===== src/rtl/fft_seq_pkg.sv =====
// Shared state encoding, constants and write-back entry layout for the radix-2 FFT sequencer.
package fft_seq_pkg;

    typedef enum logic [1:0] {
        IDLE  = 2'd0,
        ISSUE = 2'd1,
        DRAIN = 2'd2,
        DONE  = 2'd3
    } seq_state_t;

    localparam int DEFAULT_LATENCY = 11;
    localparam int MAX_LOG2N       = 12;
    localparam int STAGE_W         = 4;

    // Addresses are stored at the widest legal size and sliced down by the sequencer.
    typedef struct packed {
        logic                 tag;
        logic [MAX_LOG2N-1:0] addr_a;
        logic [MAX_LOG2N-1:0] addr_b;
    } wb_entry_t;

endpackage


===== src/rtl/fft_seq_addr_gen.sv =====
// Combinational (stage, butterfly index) to operand/twiddle address mapping for in-place radix-2 DIT.
module fft_seq_addr_gen
    import fft_seq_pkg::*;
#(
    parameter int LOG2N = 8
)
(
    input  logic [STAGE_W-1:0] stage,
    input  logic [LOG2N-2:0]   k,
    output logic [LOG2N-1:0]   addr_a,
    output logic [LOG2N-1:0]   addr_b,
    output logic [LOG2N-2:0]   tw_addr
);

    localparam int KW = LOG2N - 1;
    localparam logic [KW-1:0]      K_ONE  = KW'(1);
    localparam logic [LOG2N-1:0]   A_ONE  = LOG2N'(1);
    localparam logic [STAGE_W-1:0] TW_TOP = STAGE_W'(LOG2N - 1);

    logic [KW-1:0] j_mask_s;
    logic [KW-1:0] j_s;
    logic [KW-1:0] g_bits_s;

    // In the last stage the mask wraps to all-ones, so every k is its own offset j.
    always_comb begin
        j_mask_s = (K_ONE << stage) - K_ONE;
        j_s      = k & j_mask_s;
        g_bits_s = k & ~j_mask_s;
        addr_a   = {g_bits_s, 1'b0} | {1'b0, j_s};
        addr_b   = addr_a | (A_ONE << stage);
        tw_addr  = j_s << (TW_TOP - stage);
    end

endmodule


===== src/rtl/fft_radix2_sequencer.sv =====
// Stage/butterfly sequencer for an in-place radix-2 DIT FFT with latency-matched write-back.
// Optional bfly_valid cross-check is built when FFT_SEQ_VALID_CHECK_EN is defined.
module fft_radix2_sequencer
    import fft_seq_pkg::*;
#(
    parameter int LOG2N   = 8,
    parameter int LATENCY = DEFAULT_LATENCY
)
(
    input  logic             clk,
    input  logic             rst_n,
    input  logic             start,
    input  logic             abort,
    output logic             busy,
    output logic             done,
    output logic             rd_en,
    output logic [LOG2N-1:0] rd_addr_a,
    output logic [LOG2N-1:0] rd_addr_b,
    output logic [LOG2N-2:0] tw_addr,
    output logic             bfly_enable,
    input  logic             bfly_valid,
    output logic             wb_en,
    output logic [LOG2N-1:0] wb_addr_a,
    output logic [LOG2N-1:0] wb_addr_b,
    output logic             err
);

    localparam int KW = LOG2N - 1;
    localparam int DW = $clog2(LATENCY + 1);
    localparam logic [KW-1:0]      K_LAST = {KW{1'b1}};
    localparam logic [KW-1:0]      K_ONE  = KW'(1);
    localparam logic [DW-1:0]      D_LAST = DW'(LATENCY);
    localparam logic [STAGE_W-1:0] S_LAST = STAGE_W'(LOG2N - 1);
    localparam logic [STAGE_W-1:0] S_ONE  = STAGE_W'(1);

    seq_state_t         state_r;
    seq_state_t         state_nx_s;
    logic [STAGE_W-1:0] stage_r;
    logic [STAGE_W-1:0] stage_nx_s;
    logic [KW-1:0]      k_r;
    logic [KW-1:0]      k_nx_s;
    logic [DW-1:0]      drain_r;
    logic [DW-1:0]      drain_nx_s;
    logic [LOG2N-1:0]   gen_a_s;
    logic [LOG2N-1:0]   gen_b_s;
    logic [KW-1:0]      gen_tw_s;
    wb_entry_t          head_s;
    wb_entry_t          dline_r [LATENCY+1];

    // Next-state and counter lookahead; addresses are generated from the lookahead so they register with rd_en.
    always_comb begin
        state_nx_s = state_r;
        stage_nx_s = stage_r;
        k_nx_s     = k_r;
        drain_nx_s = drain_r;
        if (abort) begin
            state_nx_s = IDLE;
            stage_nx_s = '0;
            k_nx_s     = '0;
            drain_nx_s = '0;
        end else begin
            case (state_r)
                IDLE: begin
                    if (start) begin
                        state_nx_s = ISSUE;
                        stage_nx_s = '0;
                        k_nx_s     = '0;
                        drain_nx_s = '0;
                    end else begin
                        state_nx_s = IDLE;
                    end
                end
                ISSUE: begin
                    if (k_r == K_LAST) begin
                        state_nx_s = DRAIN;
                        drain_nx_s = '0;
                    end else begin
                        k_nx_s = k_r + K_ONE;
                    end
                end
                DRAIN: begin
                    if (drain_r != D_LAST) begin
                        drain_nx_s = drain_r + DW'(1);
                    end else if (stage_r == S_LAST) begin
                        state_nx_s = DONE;
                    end else begin
                        state_nx_s = ISSUE;
                        stage_nx_s = stage_r + S_ONE;
                        k_nx_s     = '0;
                        drain_nx_s = '0;
                    end
                end
                DONE:    state_nx_s = IDLE;
                default: state_nx_s = IDLE;
            endcase
        end
    end

    fft_seq_addr_gen #(.LOG2N(LOG2N)) u_addr_gen (
        .stage   (stage_nx_s),
        .k       (k_nx_s),
        .addr_a  (gen_a_s),
        .addr_b  (gen_b_s),
        .tw_addr (gen_tw_s)
    );

    // Sequencer state, counters and all read-side outputs.
    always_ff @(posedge clk) begin
        if (!rst_n) begin
            state_r     <= IDLE;
            stage_r     <= '0;
            k_r         <= '0;
            drain_r     <= '0;
            busy        <= 1'b0;
            done        <= 1'b0;
            rd_en       <= 1'b0;
            rd_addr_a   <= '0;
            rd_addr_b   <= '0;
            tw_addr     <= '0;
            bfly_enable <= 1'b0;
        end else begin
            state_r     <= state_nx_s;
            stage_r     <= stage_nx_s;
            k_r         <= k_nx_s;
            drain_r     <= drain_nx_s;
            busy        <= (state_nx_s != IDLE);
            done        <= (state_nx_s == DONE);
            rd_en       <= (state_nx_s == ISSUE);
            rd_addr_a   <= (state_nx_s == ISSUE) ? gen_a_s  : '0;
            rd_addr_b   <= (state_nx_s == ISSUE) ? gen_b_s  : '0;
            tw_addr     <= (state_nx_s == ISSUE) ? gen_tw_s : '0;
            bfly_enable <= !abort && ((state_r == ISSUE) || (state_r == DRAIN));
        end
    end

    always_comb begin
        head_s                   = '0;
        head_s.tag               = rd_en;
        head_s.addr_a[LOG2N-1:0] = rd_addr_a;
        head_s.addr_b[LOG2N-1:0] = rd_addr_b;
    end

    // Write-back delay line; abort flushes every pending tag so no stale write can escape.
    always_ff @(posedge clk) begin
        if (!rst_n || abort) begin
            for (int i = 0; i <= LATENCY; i++) begin
                dline_r[i] <= '0;
            end
        end else begin
            dline_r[0] <= head_s;
            for (int i = 1; i <= LATENCY; i++) begin
                dline_r[i] <= dline_r[i-1];
            end
        end
    end

    assign wb_en     = dline_r[LATENCY].tag;
    assign wb_addr_a = dline_r[LATENCY].addr_a[LOG2N-1:0];
    assign wb_addr_b = dline_r[LATENCY].addr_b[LOG2N-1:0];

`ifdef FFT_SEQ_VALID_CHECK_EN
    localparam logic [DW-1:0] D_ONE = DW'(1);

    logic [DW-1:0] en_cnt_r;
    logic          err_r;
    logic          chk_s;
    logic          start_acc_s;

    assign start_acc_s = (state_r == IDLE) && start && !abort;
    assign chk_s       = bfly_enable && (en_cnt_r == D_LAST);

    // Butterfly output is only meaningful once the pipe has advanced LATENCY times without a gap.
    always_ff @(posedge clk) begin
        if (!rst_n || abort || !bfly_enable) begin
            en_cnt_r <= '0;
        end else if (en_cnt_r != D_LAST) begin
            en_cnt_r <= en_cnt_r + D_ONE;
        end else begin
            en_cnt_r <= en_cnt_r;
        end
    end

    // Sticky valid/tag mismatch flag, cleared when a new transform is accepted.
    always_ff @(posedge clk) begin
        if (!rst_n || start_acc_s) begin
            err_r <= 1'b0;
        end else if (chk_s && (bfly_valid != dline_r[LATENCY].tag)) begin
            err_r <= 1'b1;
        end else begin
            err_r <= err_r;
        end
    end

    assign err = err_r;
`else
    logic unused_valid_s;
    assign unused_valid_s = bfly_valid;
    assign err            = 1'b0;
`endif

endmodule

===== config.mk =====
export PLATFORM = sky130hd
export DESIGN_NAME = fft_radix2_sequencer
export DESIGN_NICKNAME = d
export VERILOG_FILES = /design/src/rtl/fft_seq_pkg.sv /design/src/rtl/fft_seq_addr_gen.sv /design/src/rtl/fft_radix2_sequencer.sv
export SDC_FILE = /design/constraint.sdc
export NUM_CORES = 1
export LEC_CHECK = 0
export ABC_AREA = 1
export CORE_MARGIN = 2
export CORE_UTILIZATION = 58
export DETAILED_ROUTE_END_ITERATION = 8
export PLACE_DENSITY = 0.8
export SLEW_MARGIN = 25
export SYNTH_ARGS = -nofsm -noshare
export SYNTH_HDL_FRONTEND = slang
export SYNTH_SLANG_ARGS = --single-unit

===== constraint.sdc =====
create_clock -name clk -period 2.9 [get_ports clk]
set_input_delay 0.435 -clock clk [delete_from_list [all_inputs] [get_ports clk]]
set_output_delay 0.435 -clock clk [all_outputs]
set_load 0.01 [all_outputs]

# Word-level counts from Yosys, hierarchy flattened
# Memories as Yosys holds them, arrays and structs flattened.
# Cells that the tools add are included.
# totals
memories	1
elab_cells	97
inputBits	5
mem_bits_rw	300
reg_bits	44
latchBits	0
mem_bits_ro	0
output_inout_bits	45
# op_classes
addsub	5
bitwise_logic	18
order_cmp	0
div	0
mul	0
shift	3
n_eq_ne	11
n_mux	37
reduce_logical	11
# memory_table
name	words	word_bits	read_ports	rd_ports_with_merged_regs	write_ports	line_no	text
dline_r	12	25	12	0	12	fft_radix2_sequencer.sv:48	wb_entry_t dline_r [LATENCY+1];
# op_table
op	n
25-bit two-way mux	12
7-bit two-way mux	5
4-bit two-way mux	8
7-bit case mux with 3 select lines	1
7-bit AND	2
1-bit bitwise OR	12
4-bit case mux with 3 select lines	1
4-bit by 1-bit adder with 4-bit output (second input constant)	2
2-bit two-way mux	4
8-bit by 7-bit bitwise OR with 8-bit output	1
8-bit bitwise OR	1
2-bit case mux with 4 select lines	1
4-bit case mux with 2 select lines	1
1-bit by 4-bit left shift with 8-bit output (first input constant)	1
7-bit by 1-bit adder with 7-bit output (second input constant)	1
7-bit == test (second input constant)	1
7-bit inverter	1
1-bit by 4-bit left shift with 7-bit output (first input constant)	1
7-bit by 4-bit left shift with 7-bit output	1
7-bit by 1-bit subtractor with 7-bit output (second input constant)	1
2-bit == test (second input constant)	3
2-bit by 1-bit == test with 1-bit output (second input constant)	2
4-bit by 3-bit == test with 1-bit output (second input constant)	1
1-bit two-way mux	4
other kinds (14)	17

# Longest topological paths before layout
# Gate-level depths: netlist (run 1).
# depth
word_depth	11
depth_mapped	20
mapped_depth_nobuf	20

# Modules after synthesis
# A second synthesis (run 1) with hierarchy kept.
# unflattened
cells_unflattened	1037
hier_area_um2	8519.4
# modules_own_cells
mod	cells_per_inst	area_per_inst_um2	n_inst	seq_area_each_um2
fft_radix2_sequencer	922	7950.1	1	4964.8
fft_seq_addr_gen	115	569.3	1	0.0

# Worst setup path before layout (run 1)
# OpenSTA, ideal clock, no wires.
# synth_timing
path_type	register -> register
from	register stage_r[0]
to	register tw_addr[5]
synth_period_minus_slack_ns	2.336
stages_incl_launch_ff	18
required_ns	2.834
slack_ns	0.564
arrival_ns	2.270
path_buffers	1
setup_ns	0.066
cell_sequence	dfxtp_1 ha_1 nand2_1 nor2_2 nor2_4 nor2_1 nor2_4 nand2_4 buf_6 nand3_2 ha_1 inv_1 nand4_1 nand2_1 nand2_1 nand2_1 nand2_1 a21oi_2
# synth_via
elab_chain_len	9
word_cells_on_any_way	22
classes_between	3 x add/sub; 2 x eq/ne; 2 x shift; 13 x mux; 1 x bitwise; 1 x reduce/logical
# synth_rtl
item	line_no	text
start, declared	fft_radix2_sequencer.sv:38	logic [STAGE_W-1:0] stage_r;
start signal, assigned	fft_radix2_sequencer.sv:123	stage_r <= stage_nx_s;
4-bit by 1-bit adder with 4-bit output / 4-bit by 3-bit == test with 1-bit output (equally long branches)	fft_radix2_sequencer.sv:88, fft_radix2_sequencer.sv:84	
4-bit two-way mux	fft_radix2_sequencer.sv:84	end else if (stage_r == S_LAST) begin
4-bit two-way mux	fft_radix2_sequencer.sv:82	if (drain_r != D_LAST) begin
4-bit case mux with 2 select lines	fft_radix2_sequencer.sv:62	case (state_r)
4-bit two-way mux	fft_radix2_sequencer.sv:56	if (abort) begin
1-bit by 4-bit left shift with 7-bit output	fft_seq_addr_gen.sv:26	j_mask_s = (K_ONE << stage) - K_ONE;
7-bit by 1-bit subtractor with 7-bit output	fft_seq_addr_gen.sv:26	
7-bit AND	fft_seq_addr_gen.sv:27	j_s = k & j_mask_s;
7-bit by 4-bit left shift with 7-bit output	fft_seq_addr_gen.sv:31	tw_addr = j_s << (TW_TOP - stage);
end signal, assigned	fft_radix2_sequencer.sv:131	tw_addr <= (state_nx_s == ISSUE) ? gen_tw_s : '0;
end, declared	fft_radix2_sequencer.sv:19	output logic [LOG2N-2:0] tw_addr,
# Several ways; a longest one is shown, not always the timed one.
# A chain may end at the register's enable or synchronous reset.

# Worst setup path after layout (run 1)
# Ends and elaborated chain as after synthesis.

==> flow_metrics.py, run 1 <==
metrics = {
    "clock_tree": {
        "clock_tree.htree_level_count": 1,
        "cts_setup_buffers": 0,
        "post_cts.resized_instances": 0,
        "cts_made_buffers": 24,
        "tritoncts_num_sinks": 248,
        "path_clk_slew_ns": 0.06,
        "latest_clock_arrival_within_the_worst_skew_pair_ns": 0.51,
        "clock_tree.root_cell": "sky130_fd_sc_hd__clkbuf_16",
        "cts_tree": "built",
        "holdBufCountCts": 0,
        "clock_tree.buffer_depth": 3,
    },
    "final_layout": {
        "finish.utilization_pct": 69.2,
        "area.growth.synth_to_final_pct": 16.1,
        "antenna_cells_inserted": 0,
        "finish.instance_area_sq_um": 9650,
        "regArea_sq_um": 4960,
        "layout.cells.most_common_list": "248 x sky130_fd_sc_hd__dfxtp_1, 247 x sky130_fd_sc_hd__nor2_1, 245 x sky130_fd_sc_hd__inv_1, 87 x sky130_fd_sc_hd__nand2_1, 47 x sky130_fd_sc_hd__clkdlybuf4s50_1",
        "most_common_library_cell_in_the_layout_ignoring_fill_and_taps": "sky130_fd_sc_hd__dfxtp_1",
        "nets": 1061,
        "multi_input_comb_area_sq_um": 2120,
        "layout_cells_sized_above_1_pct": 8.92,
        "fillers": 1062,
    },
    "synthesis": {
        "post_synth_instance_area_sq_um": 8310,
        "yosysSeqAreaShare_pct": 59.8,
        "syn_area_per_cell_sq_um": 8.23,
        "synth.net_count": 1022,
        "ys_types": 38,
        "ys.flop_type": "sky130_fd_sc_hd__dfxtp_1",
        "synth_warnings": 0,
        "synthesis.instances": 1009,
        "synth.ff_latch_count": 248,
        "synth_async_sr_flop_share_pct": 0,
        "synth-edff-count": 0,
    },
    "place": {
        "hpwlAfterDp_um": 8180,
        "gpl.final_weighted_congestion": 0.900,
        "place.port_buffers": 47,
        "dpl_cell_area_sq_um": 8870,
    },
    "critical_path": {
        "cp_slowest_stage_delay_ns": 0.43,
        "crit_path_start_kind": "register",
        "worst-endpoint-arrival_ns": 3.09,
        "cell_breakdown_of_the_critical_path": "ha_2 > nand2_1 > nor2_2 > nor2_4 > nor2_1 > nor2_4 > nand2_4 > inv_2 > nor2_1 > nand2_1 > ha_1 > inv_1 > nand4_1 > nand2_1 > nand2_1 > nand2_1 > nand2_1 > a21oi_2",
        "cp_max_fo": 9,
        "timing.critical_path.slowest_stage_cell": "sky130_fd_sc_hd__dfxtp_1",
        "setup.worst_path.class": "register to register",
        "critical_path_buf_inv_count": 2,
        "reg2reg_launch_point": "stage_r[0]",
        "wp_data_required_ns": 3.35,
        "timing.critical_path.max_delay_family": "simple AND/OR/NAND/NOR gates",
        "most_frequent_cell_on_the_critical_path": "sky130_fd_sc_hd__nand2_1",
        "worst_setup_path_end_kind": "register",
        "critPathLaunch": "stage_r[0]",
    },
    "drt": {
        "totalWireLength_um": 13000,
        "drt.antenna.violating_nets": 0,
        "drc": 0,
        "detail_route.vias_per_cell": 4.40,
        "drt-initial-drc-count": 322,
        "num_vias": 5475,
        "wl_per_cell_um": 10.5,
        "drt-pass1-iter-count": 4,
    },
    "timing": {
        "setup-violations-final": 0,
        "final_hold_viol_count": 0,
        "timing.final.crit_share_pct": 91.3,
        "clock.fmax_mhz": 378,
        "post_layout_minimum_cycle_time_ns": 2.65,
        "rsz0062_at_grt": "no",
        "worst_hold_slack_ns": 0.404,
        "timing.clock.skew_ns": 0.00782,
        "final.setup.tns_ns": 0,
        "count_of_pins_over_their_slew_limit": 0,
    },
    "global_route": {
        "maximum_number_of_pins_on_one_net_before_global_route_repair": 70,
        "global_route_wire_length_before_repair_um": 21700,
        "grt_util_all_layers_pct": 17.5,
        "antenna_violations_before_repair": 0,
        "grt_remaining_overflow": 0,
        "first_global_vias": 5033,
    },
    "power_and_ir_drop": {
        "powerDensity_nw_per_um2": 676,
        "total_leakage_power_nw": 3.61,
        "worst_ir_drop_vdd_uv": 403,
    },
    "floorplan": {
        "fp.coreArea_sq_um": 13900,
        "die_w_um": 124,
        "rows": 43,
        "die-area_sq_um": 15300,
        "floorplan.die.height_um": 124,
        "ios": 50,
        "effective_utilization_at_floorplan_pct": 59.6,
    },
    "run": {
        "max_cap_viol": 0,
    },
    "status": {
        "status": "completed",
    },
    "worst_hold_path": {
        "worst_hold_startpoint": "dline_r[1][80]",
        "min-delay-path-class": "register to register",
    },
}
-- metal layers --
metal / global-route usage (%) / vias to the layer above / share of wire, % / wire (um)
met5: 0 / - / 0 / 0
met4: 7.39 / 0 / 2.7 / 358
met3: 2.84 / 27 / 4.7 / 609
met2: 30.3 / 116 / 47 / 6130
met1: 21.8 / 2394 / 46 / 5930
li1: - / 2938 / - / -
-- cell families after synthesis --
family | count (synthesis) | share of synthesized area, %
DFF | 248 | 59.8
adders and majority gates | 8 | 1.21
AOI/OAI and AO/OA | 47 | 3.57
other | 1 | 0.0452
buffers and inverters | 304 | 14.8
and+or+nand+nor | 400 | 20.5
xor gates and xnor gates | 1 | 0.105
-- state kept, by name, summed over array words and instances, names as in the netlist --
name         cells
done             1
rd_en            1
rd_addr_b        8
stage_r          4
tw_addr          7
drain_r          4
state_r          2
k_r              7
dline_r        204
busy             1
rd_addr_a        8
bfly_enable      1
-- tightest hold or removal path: stages, from the launching register on --
cell and delay [ns]:
sky130_fd_sc_hd__dfxtp_1 0.29, sky130_fd_sc_hd__inv_1 0.04, sky130_fd_sc_hd__nor2_1 0.03
-- worst paths after layout --
path | endpoint | slack (ns) | cells past startpoint
setup / recovery | tw_addr[5] | 0.25 | 18
hold / removal | dline_r[2][5] | 0.40 | 2
setup reg to reg | tw_addr[5] | 0.25 | 18
hold reg to reg | dline_r[2][5] | 0.40 | 2
-- per-stage QoR --
stage | instances | total power [mW] | setup slack, ns
2_1_floorplan | 1009 | 3.57 | 0.564
3_3_place_gp | 1202 | 3.61 | 0.208
3_5_place_dp | 1202 | 3.61 | 0.216
4_1_cts | 1245 | 6.59 | 0.206
5_1_grt | 1245 | 6.76 | 0.00625
6_report | 1245 | 6.52 | 0.253
-- Yosys cell counts (2+ instances only) --
master | instances | area (sq um)
sky130_fd_sc_hd__dfxtp_1 | 248 | 4960
sky130_fd_sc_hd__nor2_1 | 247 | 927
sky130_fd_sc_hd__inv_1 | 245 | 920
sky130_fd_sc_hd__nand2_1 | 87 | 327
sky130_fd_sc_hd__nand3_1 | 28 | 140
sky130_fd_sc_hd__clkbuf_1 | 20 | 75.1
sky130_fd_sc_hd__buf_4 | 19 | 143
sky130_fd_sc_hd__a21oi_1 | 15 | 75.1
sky130_fd_sc_hd__inv_2 | 13 | 48.8
sky130_fd_sc_hd__nand2_2 | 10 | 62.6
sky130_fd_sc_hd__o21ai_0 | 9 | 45.0
sky130_fd_sc_hd__ha_1 | 8 | 100
sky130_fd_sc_hd__o21ai_1 | 7 | 35.0
sky130_fd_sc_hd__nor3_1 | 6 | 30.0
sky130_fd_sc_hd__nand3_2 | 5 | 50.1
sky130_fd_sc_hd__a21oi_2 | 4 | 35.0
sky130_fd_sc_hd__nand4_1 | 4 | 25.0
sky130_fd_sc_hd__nor2_2 | 4 | 25.0
sky130_fd_sc_hd__buf_1 | 3 | 11.3
sky130_fd_sc_hd__a21oi_4 | 2 | 32.5
sky130_fd_sc_hd__a31oi_1 | 2 | 12.5
sky130_fd_sc_hd__buf_6 | 2 | 22.5
sky130_fd_sc_hd__nand2_4 | 2 | 22.5
sky130_fd_sc_hd__nor2_4 | 2 | 22.5
sky130_fd_sc_hd__o21bai_1 | 2 | 15.0
sky130_fd_sc_hd__o22ai_1 | 2 | 12.5
sky130_fd_sc_hd__o31ai_1 | 2 | 15.0
-- cell type report --
type                       count  share of cell area [%]
tap                          180                    2.33
sequential                   248                    51.5
inverter                     259                    10.1
clock inverter                10                    1.22
timing repair buffer          58                    6.12
clock buffer                  33                    6.78
multi-input combinational    457                    21.9
-- power by group --
| group | leakage (nW) | internal [mW] | switching [mW] |
|---|---|---|---|
| clock | 0.378 | 1.77 | 1.22 |
| sequential | 2.00 | 3.41 | 0.00304 |
| combinational | 1.24 | 0.0351 | 0.0822 |
No activity file was read; power rests on OpenSTA's default activity.
==> run 2, diff against run 1 <==
CORE_UTILIZATION = 40   (was 58)
PLACE_DENSITY = 0.59   (was 0.8)
==> flow_metrics.py, run 2 (synthesis results as in run 1) <==
metrics = {
    "clock_tree": {
        "clock_tree.htree_level_count": 1,
        "path_clk_slew_ns": 0.06,
        "cts_setup_buffers": 0,
        "latest_clock_arrival_within_the_worst_skew_pair_ns": 0.51,
        "cts_made_buffers": 26,
        "clock_tree.buffer_depth": 3,
        "tritoncts_num_sinks": 248,
        "clock_tree.root_cell": "sky130_fd_sc_hd__clkbuf_16",
        "cts_tree": "built",
    },
    "final_layout": {
        "antenna_cells_inserted": 0,
        "nets": 1070,
        "layout_cells_sized_above_1_pct": 10.2,
        "fillers": 1956,
        "area.growth.synth_to_final_pct": 19.3,
        "largestRegisters": "dline_r (204), rd_addr_a (8), rd_addr_b (8)",
        "regArea_sq_um": 4960,
        "layout.cells.most_common_list": "248 x sky130_fd_sc_hd__dfxtp_1, 247 x sky130_fd_sc_hd__nor2_1, 245 x sky130_fd_sc_hd__inv_1, 87 x sky130_fd_sc_hd__nand2_1, 47 x sky130_fd_sc_hd__clkdlybuf4s50_1",
        "multi_input_comb_area_sq_um": 2130,
        "most_common_library_cell_in_the_layout_ignoring_fill_and_taps": "sky130_fd_sc_hd__dfxtp_1",
        "max_ffs_per_register": 204,
        "max_flop_register": "dline_r",
    },
    "critical_path": {
        "setup.worst_path.class": "register to register",
        "timing.critical_path.slowest_stage_cell": "sky130_fd_sc_hd__dfxtp_1",
        "worst_setup_path_end_kind": "register",
        "critical_path_cell_count": 16,
        "regToRegEndpoint": "tw_addr[5]",
        "setup.reg_to_reg.worst_slack_ns": 0.33,
        "cp_slowest_stage_delay_ns": 0.37,
        "timing.critical_path.max_delay_family": "simple AND/OR/NAND/NOR gates",
        "cp_max_fo": 7,
        "worst-r2r-cell-count": 16,
        "critical_path_buf_inv_count": 1,
        "crit_path_start_kind": "register",
        "cell_breakdown_of_the_critical_path": "ha_1 > nand3_4 > nor2_4 > nand2_2 > a21oi_4 > nand2_2 > nor2_1 > nand2_1 > ha_1 > inv_1 > nand4_1 > nand2_1 > nand2_1 > nand2_1 > nand2_1 > a21oi_2",
        "reg2reg_launch_point": "drain_r[0]",
        "critPathLaunch": "drain_r[0]",
        "worstSetupEndpoint": "tw_addr[5]",
        "most_frequent_cell_on_the_critical_path": "sky130_fd_sc_hd__nand2_1",
        "wp_data_required_ns": 3.35,
        "worst-endpoint-arrival_ns": 3.02,
    },
    "timing": {
        "timing.clock.skew_ns": 0.00894,
        "setup-violations-final": 0,
        "final_hold_viol_count": 0,
        "final.setup.tns_ns": 0,
        "worst_hold_slack_ns": 0.404,
        "post_layout_minimum_cycle_time_ns": 2.57,
        "rsz0062_at_grt": "no",
        "clock.fmax_mhz": 390,
        "count_of_pins_over_their_slew_limit": 0,
        "timing.final.crit_share_pct": 88.5,
        "final.setup.worst_slack_ns": 0.333,
    },
    "drt": {
        "drt.antenna.violating_nets": 0,
        "drt-pass1-iter-count": 4,
        "wl_per_cell_um": 9.72,
        "detail_route.vias_per_cell": 4.00,
        "totalWireLength_um": 13100,
        "drc": 0,
        "drt-initial-drc-count": 225,
        "num_vias": 5389,
    },
    "floorplan": {
        "floorplan.die.height_um": 148,
        "die_w_um": 148,
        "fp.coreArea_sq_um": 20300,
        "effective_utilization_at_floorplan_pct": 40.9,
        "die-area_sq_um": 21900,
        "rows": 52,
        "ios": 50,
    },
    "global_route": {
        "first_global_vias": 5024,
        "antenna_violations_before_repair": 0,
        "maximum_number_of_pins_on_one_net_before_global_route_repair": 64,
        "grt_remaining_overflow": 0,
        "grt_util_all_layers_pct": 12.4,
        "global_route_wire_length_before_repair_um": 22800,
    },
    "status": {
        "status": "completed",
    },
    "place": {
        "hpwlAfterDp_um": 8420,
        "placement.setup.worst_slack_ns": 0.225,
        "gpl.final_weighted_congestion": 0.845,
        "place.port_buffers": 47,
    },
    "run": {
        "max_cap_viol": 0,
    },
    "power_and_ir_drop": {
        "powerDensity_nw_per_um2": 680,
        "total_leakage_power_nw": 3.68,
        "worst_ir_drop_vdd_uv": 440,
    },
    "worst_hold_path": {
        "min-delay-path-class": "register to register",
    },
}
==> run 2: power breakdown <==
part	leakage [nW]	internal [mW]	switching (mW)
registers	2.00	3.41	0.00291
clock network	0.417	1.90	1.30
logic	1.27	0.0377	0.0858
==> run 2: tightest hold or removal path, cell delays in order, from the launching register on <==
cell and delay [ns]:
sky130_fd_sc_hd__dfxtp_1 0.29, sky130_fd_sc_hd__inv_1 0.04, sky130_fd_sc_hd__nor2_1 0.03
==> run 2: cell type report <==
class                           count  area share, %
Clock inverter                     12           1.12
Multi-Input combinational cell    457           21.5
Tap cell                          270           3.41
Timing Repair Buffer               65           6.49
Sequential cell                   248           50.1
Inverter                          259           9.86
Clock buffer                       35           7.52
==> run 2: worst min-delay path by stage <==
stage	slack (ns)	start	to	cells past startpoint
6_report	0.40	dline_r[0][18]	dline_r[0][43]	2
4_1_cts	0.40	dline_r[0][24]	dline_r[0][49]	2
3_3_place_gp	0.39	dline_r[2][24]	dline_r[2][49]	2
3_5_place_dp	0.40	dline_r[2][25]	dline_r[2][50]	2
2_1_floorplan	0.39	dline_r[0][0]	dline_r[0][25]	2
5_1_grt	0.41	dline_r[1][89]	dline_r[2][14]	2
==> run 2: stage by stage <==
step | utilization [%] | instance area [sq um] | power, mW | cells
floorplan | - | 8310 | 3.57 | 1009
global placement | 44.5 | 9030 | 3.61 | 1299
detailed placement | 44.5 | 9030 | 3.61 | 1299
CTS | 48.7 | 9890 | 6.84 | 1346
global route | 48.8 | 9910 | 7.00 | 1346
finish | 48.8 | 9910 | 6.73 | 1346
==> run 2: timing repair <==
| item | 4_1_cts | 5_1_grt |
|---|---|---|
| resized for setup | 0 | 3 |
| hold buffers | 0 | 0 |
| setup endpoints to repair | 0 | 8 |
==> run 2: metal layers <==
layer | wire length (um) | track usage, %
met5 | 0 | 0
met4 | 295 | 4.29
met2 | 5620 | 20.4
met1 | 6490 | 16.2
met3 | 678 | 2.85
